### src/rtl/button_debouncer.sv
// Multi-channel two-flop synchroniser plus per-channel debounce FSM for raw
// push-button and switch inputs.
// Latency: a raw change that is settled before edge n and then held
// (sample_en=1) appears on level at edge n+1+DEBOUNCE_CYCLES.
// Backpressure: none. sample_en only qualifies which edges the FSMs sample.
//
// Ports:
//   clock      system clock, rising edge
//   reset      synchronous, active-high
//   raw_in     asynchronous button/switch inputs, one bit per channel
//   sample_en  sample qualifier; FSMs and counters hold when low
//   level      debounced level per channel (registered)
//   stable     1 = channel has no change pending (registered)
//   any_change one-cycle strobe after any level bit toggles (registered)
module button_debouncer #(
  parameter int   WIDTH           = 4,
  parameter int   DEBOUNCE_CYCLES = 1000000,
  parameter logic INIT_LEVEL      = 1'b0
) (
  input  logic             clock,
  input  logic             reset,
  input  logic [WIDTH-1:0] raw_in,
  input  logic             sample_en,
  output logic [WIDTH-1:0] level,
  output logic [WIDTH-1:0] stable,
  output logic             any_change
);

  localparam int CW = $clog2(DEBOUNCE_CYCLES + 1);

  // The counter holds the number of consecutive differing samples seen so
  // far. The last count before acceptance is DEBOUNCE_CYCLES-1, so the
  // counter cannot wrap.
  localparam logic [CW-1:0] CNT_ONE  = CW'(1);
  localparam logic [CW-1:0] CNT_LAST = CW'(DEBOUNCE_CYCLES - 1);

  typedef enum logic [1:0] {
    STABLE_LO = 2'b00,
    PEND_HI   = 2'b01,
    STABLE_HI = 2'b10,
    PEND_LO   = 2'b11
  } state_t;

  localparam state_t INIT_STATE = INIT_LEVEL ? STABLE_HI : STABLE_LO;

  // ---------------------------------------------------------------------
  // Two-flop synchroniser. It runs every clock regardless of sample_en.
  // ---------------------------------------------------------------------
  logic [WIDTH-1:0] s1;
  logic [WIDTH-1:0] s2;

  always_ff @(posedge clock) begin
    if (reset) begin
      s1 <= {WIDTH{INIT_LEVEL}};
      s2 <= {WIDTH{INIT_LEVEL}};
    end else begin
      s1 <= raw_in;
      s2 <= s1;
    end
  end

  // Next-edge values of the registered outputs, one bit per channel.
  logic [WIDTH-1:0] level_nx;
  logic [WIDTH-1:0] stable_nx;

  // ---------------------------------------------------------------------
  // Per-channel debounce FSM and counter
  // ---------------------------------------------------------------------
  for (genvar i = 0; i < WIDTH; i++) begin : g_ch
    state_t        state_q;
    state_t        state_d;
    state_t        state_nx;
    logic [CW-1:0] cnt_q;
    logic [CW-1:0] cnt_d;
    logic [CW-1:0] cnt_nx;

    always_comb begin
      state_d = state_q;
      cnt_d   = cnt_q;
      unique case (state_q)
        STABLE_LO: begin
          cnt_d = '0;
          if (s2[i]) begin
            // With a single-sample debounce the first differing sample
            // already qualifies, so the pending state is skipped.
            if (DEBOUNCE_CYCLES == 1) begin
              state_d = STABLE_HI;
            end else begin
              state_d = PEND_HI;
              cnt_d   = CNT_ONE;
            end
          end
        end
        STABLE_HI: begin
          cnt_d = '0;
          if (!s2[i]) begin
            if (DEBOUNCE_CYCLES == 1) begin
              state_d = STABLE_LO;
            end else begin
              state_d = PEND_LO;
              cnt_d   = CNT_ONE;
            end
          end
        end
        PEND_HI: begin
          if (!s2[i]) begin
            // Bounce: abandon the candidate and keep the old level.
            state_d = STABLE_LO;
            cnt_d   = '0;
          end else if (cnt_q == CNT_LAST) begin
            state_d = STABLE_HI;
            cnt_d   = '0;
          end else begin
            cnt_d = cnt_q + CNT_ONE;
          end
        end
        PEND_LO: begin
          if (s2[i]) begin
            state_d = STABLE_HI;
            cnt_d   = '0;
          end else if (cnt_q == CNT_LAST) begin
            state_d = STABLE_LO;
            cnt_d   = '0;
          end else begin
            cnt_d = cnt_q + CNT_ONE;
          end
        end
        default: begin
          state_d = INIT_STATE;
          cnt_d   = '0;
        end
      endcase
    end

    // The FSM and counter only move on qualified edges.
    assign state_nx = sample_en ? state_d : state_q;
    assign cnt_nx   = sample_en ? cnt_d   : cnt_q;

    always_ff @(posedge clock) begin
      if (reset) begin
        state_q <= INIT_STATE;
        cnt_q   <= '0;
      end else begin
        state_q <= state_nx;
        cnt_q   <= cnt_nx;
      end
    end

    // Decode the next state so that level and stable can be held in
    // flops of their own, in step with the state register.
    assign level_nx[i]  = (state_nx == STABLE_HI) || (state_nx == PEND_LO);
    assign stable_nx[i] = (state_nx == STABLE_HI) || (state_nx == STABLE_LO);
  end

  // ---------------------------------------------------------------------
  // Registered outputs
  // ---------------------------------------------------------------------
  always_ff @(posedge clock) begin
    if (reset) begin
      level      <= {WIDTH{INIT_LEVEL}};
      stable     <= {WIDTH{1'b1}};
      any_change <= 1'b0;
    end else begin
      level      <= level_nx;
      stable     <= stable_nx;
      // Changes on several channels at one edge give a single strobe.
      any_change <= |(level_nx ^ level);
    end
  end

endmodule

### config.mk
export PLATFORM = sky130hd
export DESIGN_NAME = button_debouncer
export DESIGN_NICKNAME = d
export VERILOG_FILES = /design/src/rtl/button_debouncer.sv
export SDC_FILE = /design/constraint.sdc
export NUM_CORES = 1
export LEC_CHECK = 0
export BUFFER_PORTS_ARGS = -buffer_cell sky130_fd_sc_hd__buf_4
export CORE_MARGIN = 2
export CORE_UTILIZATION = 65
export CTS_CLUSTER_SIZE = 28
export DETAILED_ROUTE_END_ITERATION = 8
export GPL_TIMING_DRIVEN = 0
export PLACE_DENSITY = 0.83
export SLEW_MARGIN = 40
export SYNTH_ARGS = -nofsm -noshare
export SYNTH_HDL_FRONTEND = slang
export SYNTH_SLANG_ARGS = --single-unit
### constraint.sdc
create_clock -name clock -period 5.2 [get_ports clock]
set_input_delay 0.26 -clock clock [delete_from_list [all_inputs] [get_ports clock]]
set_output_delay 0.26 -clock clock [all_outputs]
set_load 0.1 [all_outputs]
==> impl_metrics.py <==
metrics = {
    "pwr": {
        "switching_power_w": 0.000317,
        "clockPowerShare": 0.386,
        "p_int_w": 0.00109,
        "p_seq_frac": 0.576,
        "cellLeakagePower_nw": 1.78,
        "swShare": 0.225,
        "ir_drop_v": 0.000192,
        "pwr-share-comb": 0.037,
        "fin_total_pwr_w": 0.00141,
        "power_density_nw_per_um2": 267,
    },
    "drt": {
        "post-route-drc-count": 0,
        "firstDrtPassIters": 4,
        "detail-route-antenna-nets": 0,
        "wire_per_inst_um": 15.2,
        "vias": 4194,
        "post_drt_via_cell_ratio": 5.99,
        "wl_mm": 10.6,
        "drtIter0Drc": 201,
    },
    "place": {
        "gp_congestion": 0.859,
        "hpwl_mm": 7.31,
        "placed_area_um2": 5080,
        "portBuffers": 14,
    },
    "floorplanning": {
        "num_rows": 31,
        "dieHeight_um": 90.4,
        "die_area_um2": 8170,
        "core_area_um2": 7250,
        "start_util": 0.668,
        "die_x_um": 90.4,
        "pin_count": 16,
    },
    "timing": {
        "finalSetupTns_ps": 0,
        "tightest_slew_ps": 734,
        "relSlewSlack": 0.509,
        "hold_ws_ps": 99.4,
        "fin_crit_ps": 2350,
        "finalCritPeriodShare": 0.452,
        "fmax_mhz": 426,
        "rsz0062_at_grt": "no",
        "finalMaxSlewViolations": 0,
        "setup_viol": 0,
        "skew_ps": 8.08,
        "hold_viol": 0,
    },
    "synthesis": {
        "synth_top_cell_by_area": "dfxtp_1",
        "ys_types": 59,
        "syn_area_um2": 4850,
        "syn_avg_cell_area_um2": 8.49,
        "yosys.area.top_type_share": 0.434,
        "synth_seq_area_share": 0.434,
        "synth_warnings": 0,
        "ys_ff_latch": 105,
        "ys_dominant_reg_cell": "dfxtp_1",
        "syn_nets": 582,
        "synthArstFlopShare": 0,
        "synth_area_leaders": "dfxtp_1 43%, xor2_1 7.6%, nor2_1 6.7%",
        "synth_edf_count": 0,
        "syn-instance-count": 571,
    },
    "clock_network": {
        "htree_levels": 3,
        "cts_made_buffers": 9,
        "clock_tree.root_cell": "clkbuf_8",
        "clk_path_buf_depth": 2,
        "postCtsSetupBuffers": 0,
        "cts.repair.resized": 0,
        "cts_tree": "built",
        "postCtsHoldBufs": 0,
        "cts.sinks": 105,
        "path_clk_slew_ps": 90,
        "clock_latency_ps": 370,
    },
    "global_route": {
        "grt_pass1_wl_mm": 17.9,
        "track_usage": 0.267,
        "grt-ovfl-total": 0,
        "use_met1": 0.330,
        "use_met2": 0.454,
        "antenna_found_initial": 0,
        "grt_pass1_vias": 4001,
        "busiest_layer": "met2",
        "grtUsageMet3": 0.0568,
        "grt_max_degree": 17,
    },
    "final_layout": {
        "final_cell_mix": "105 x dfxtp_1, 87 x nor2_1, 45 x nand2_1, 42 x xor2_1, 37 x a21oi_1",
        "drive_above_1_share": 0.0899,
        "fillCellCount": 575,
        "fin_util": 0.729,
        "final_area_um2": 5290,
        "layout_commonest_cell": "dfxtp_1",
        "area_growth_pct": 9.06,
        "nNetsFinal": 607,
        "antenna_cells": 0,
    },
    "setup_path": {
        "slowest_stage": "o21ai_0",
        "worstSetupPathType": "reg -> reg",
        "slowest_delay_ps": 500,
        "end_kind": "flip-flop",
        "worstSetupStartpointType": "flip-flop",
        "cp_num_buf_inv": 2,
        "crit_arrival_ps": 2590,
        "cp_max_fo": 10,
        "crit_chain": "ha_1 -> clkbuf_1 -> nand3_1 -> o21ai_0 -> buf_2 -> a21oi_1 -> o21ai_0 -> a21oi_1",
        "crit_family": "compound AO/OA/AOI/OAI gates",
        "critPathRequiredTime_ps": 5440,
    },
    "run": {
        "max-cap-violations": 0,
    },
    "outcome": {
        "status": "finished, final reports clean",
    },
    "min_path": {
        "hold_class": "in -> reg",
    },
}
[logic make-up after synthesis]
logic type,Yosys count,synth area share
xor gates and xnor gates,52,0.0939
muxes,8,0.0173
and+or+nand+nor,288,0.318
AOI/OAI and AO/OA,85,0.100
buffers and inverters,29,0.0261
DFF,105,0.434
adders and majority gates,4,0.0103
[registers in the layout, indices dropped and copies added, names as in the netlist]
name,flops
stable,4
any_change,1
g_ch.cnt_q,80
level,4
s1,4
s2,4
g_ch.state_q,8
[cell usage after synthesis (6+ instances only)]
cell / instances
nor2_1: 87
or3_1: 10
xnor2_1: 10
nor3_1: 9
or2_2: 6
dfxtp_1: 105
mux2i_1: 7
clkbuf_1: 13
and2_1: 8
nand4_1: 26
o21ai_0: 29
xor2_1: 42
nand2_1: 45
nor2b_1: 11
and3_1: 15
a21oi_1: 37
nand3_1: 28
[final timing paths]
path,from,end,slack (ps),depth (start not counted)
max,g_ch[2].cnt_q[0],g_ch[2].cnt_q[8],2850,8
min,raw_in[2],s1[2],100,2
max reg2reg,g_ch[2].cnt_q[0],g_ch[2].cnt_q[8],2850,8
min reg2reg,s1[0],s2[0],440,1
[worst register-to-register path: cells and delay by family (launching register included)]
family	cells	cell delay (ps)
buffers and inverters	2	600
adder cells (fa/ha/maj)	1	160
AO/OA/AOI/OAI	4	840
AND/OR/NAND/NOR	1	210
flip-flops	1	400
[metal layers]
layer	up-vias	wire length (um)	part of all wire
met5	-	0	0
li1	2048	-	-
met1	2039	4780	0.45
met4	0	205	0.019
met3	19	451	0.042
met2	88	5200	0.49
[power by group through the flow]
stage	registers [W]	logic (W)	clock network, W
finish	0.000812	0.0000528	0.000544
floorplan	0.000835	0.0000290	0
CTS	0.000812	0.0000524	0.000550
global placement	0.000831	0.0000507	0
detailed placement	0.000831	0.0000519	0
global route	0.000813	0.0000569	0.000585
[metrics by stage]
| stage | cells | setup WS (ps) |
|---|---|---|
| after floorplan | 571 | 3380 |
| after global placement | 684 | 2800 |
| after detailed placement | 684 | 2780 |
| after CTS | 700 | 2920 |
| after global routing | 700 | 2640 |
| final | 700 | 2850 |
[final cells by class]
cell class	instances	area (um2)	share of cell area
Sequential cell	105	2100	0.398
Multi-Input combinational cell	437	2620	0.496
Clock inverter	6	82.6	0.0156
Timing Repair Buffer	14	105	0.0199
Clock buffer	10	128	0.0241
Buffer	23	104	0.0196
Tap cell	99	124	0.0234
Inverter	6	22.5	0.00426
(Power assumes the default switching activity.)
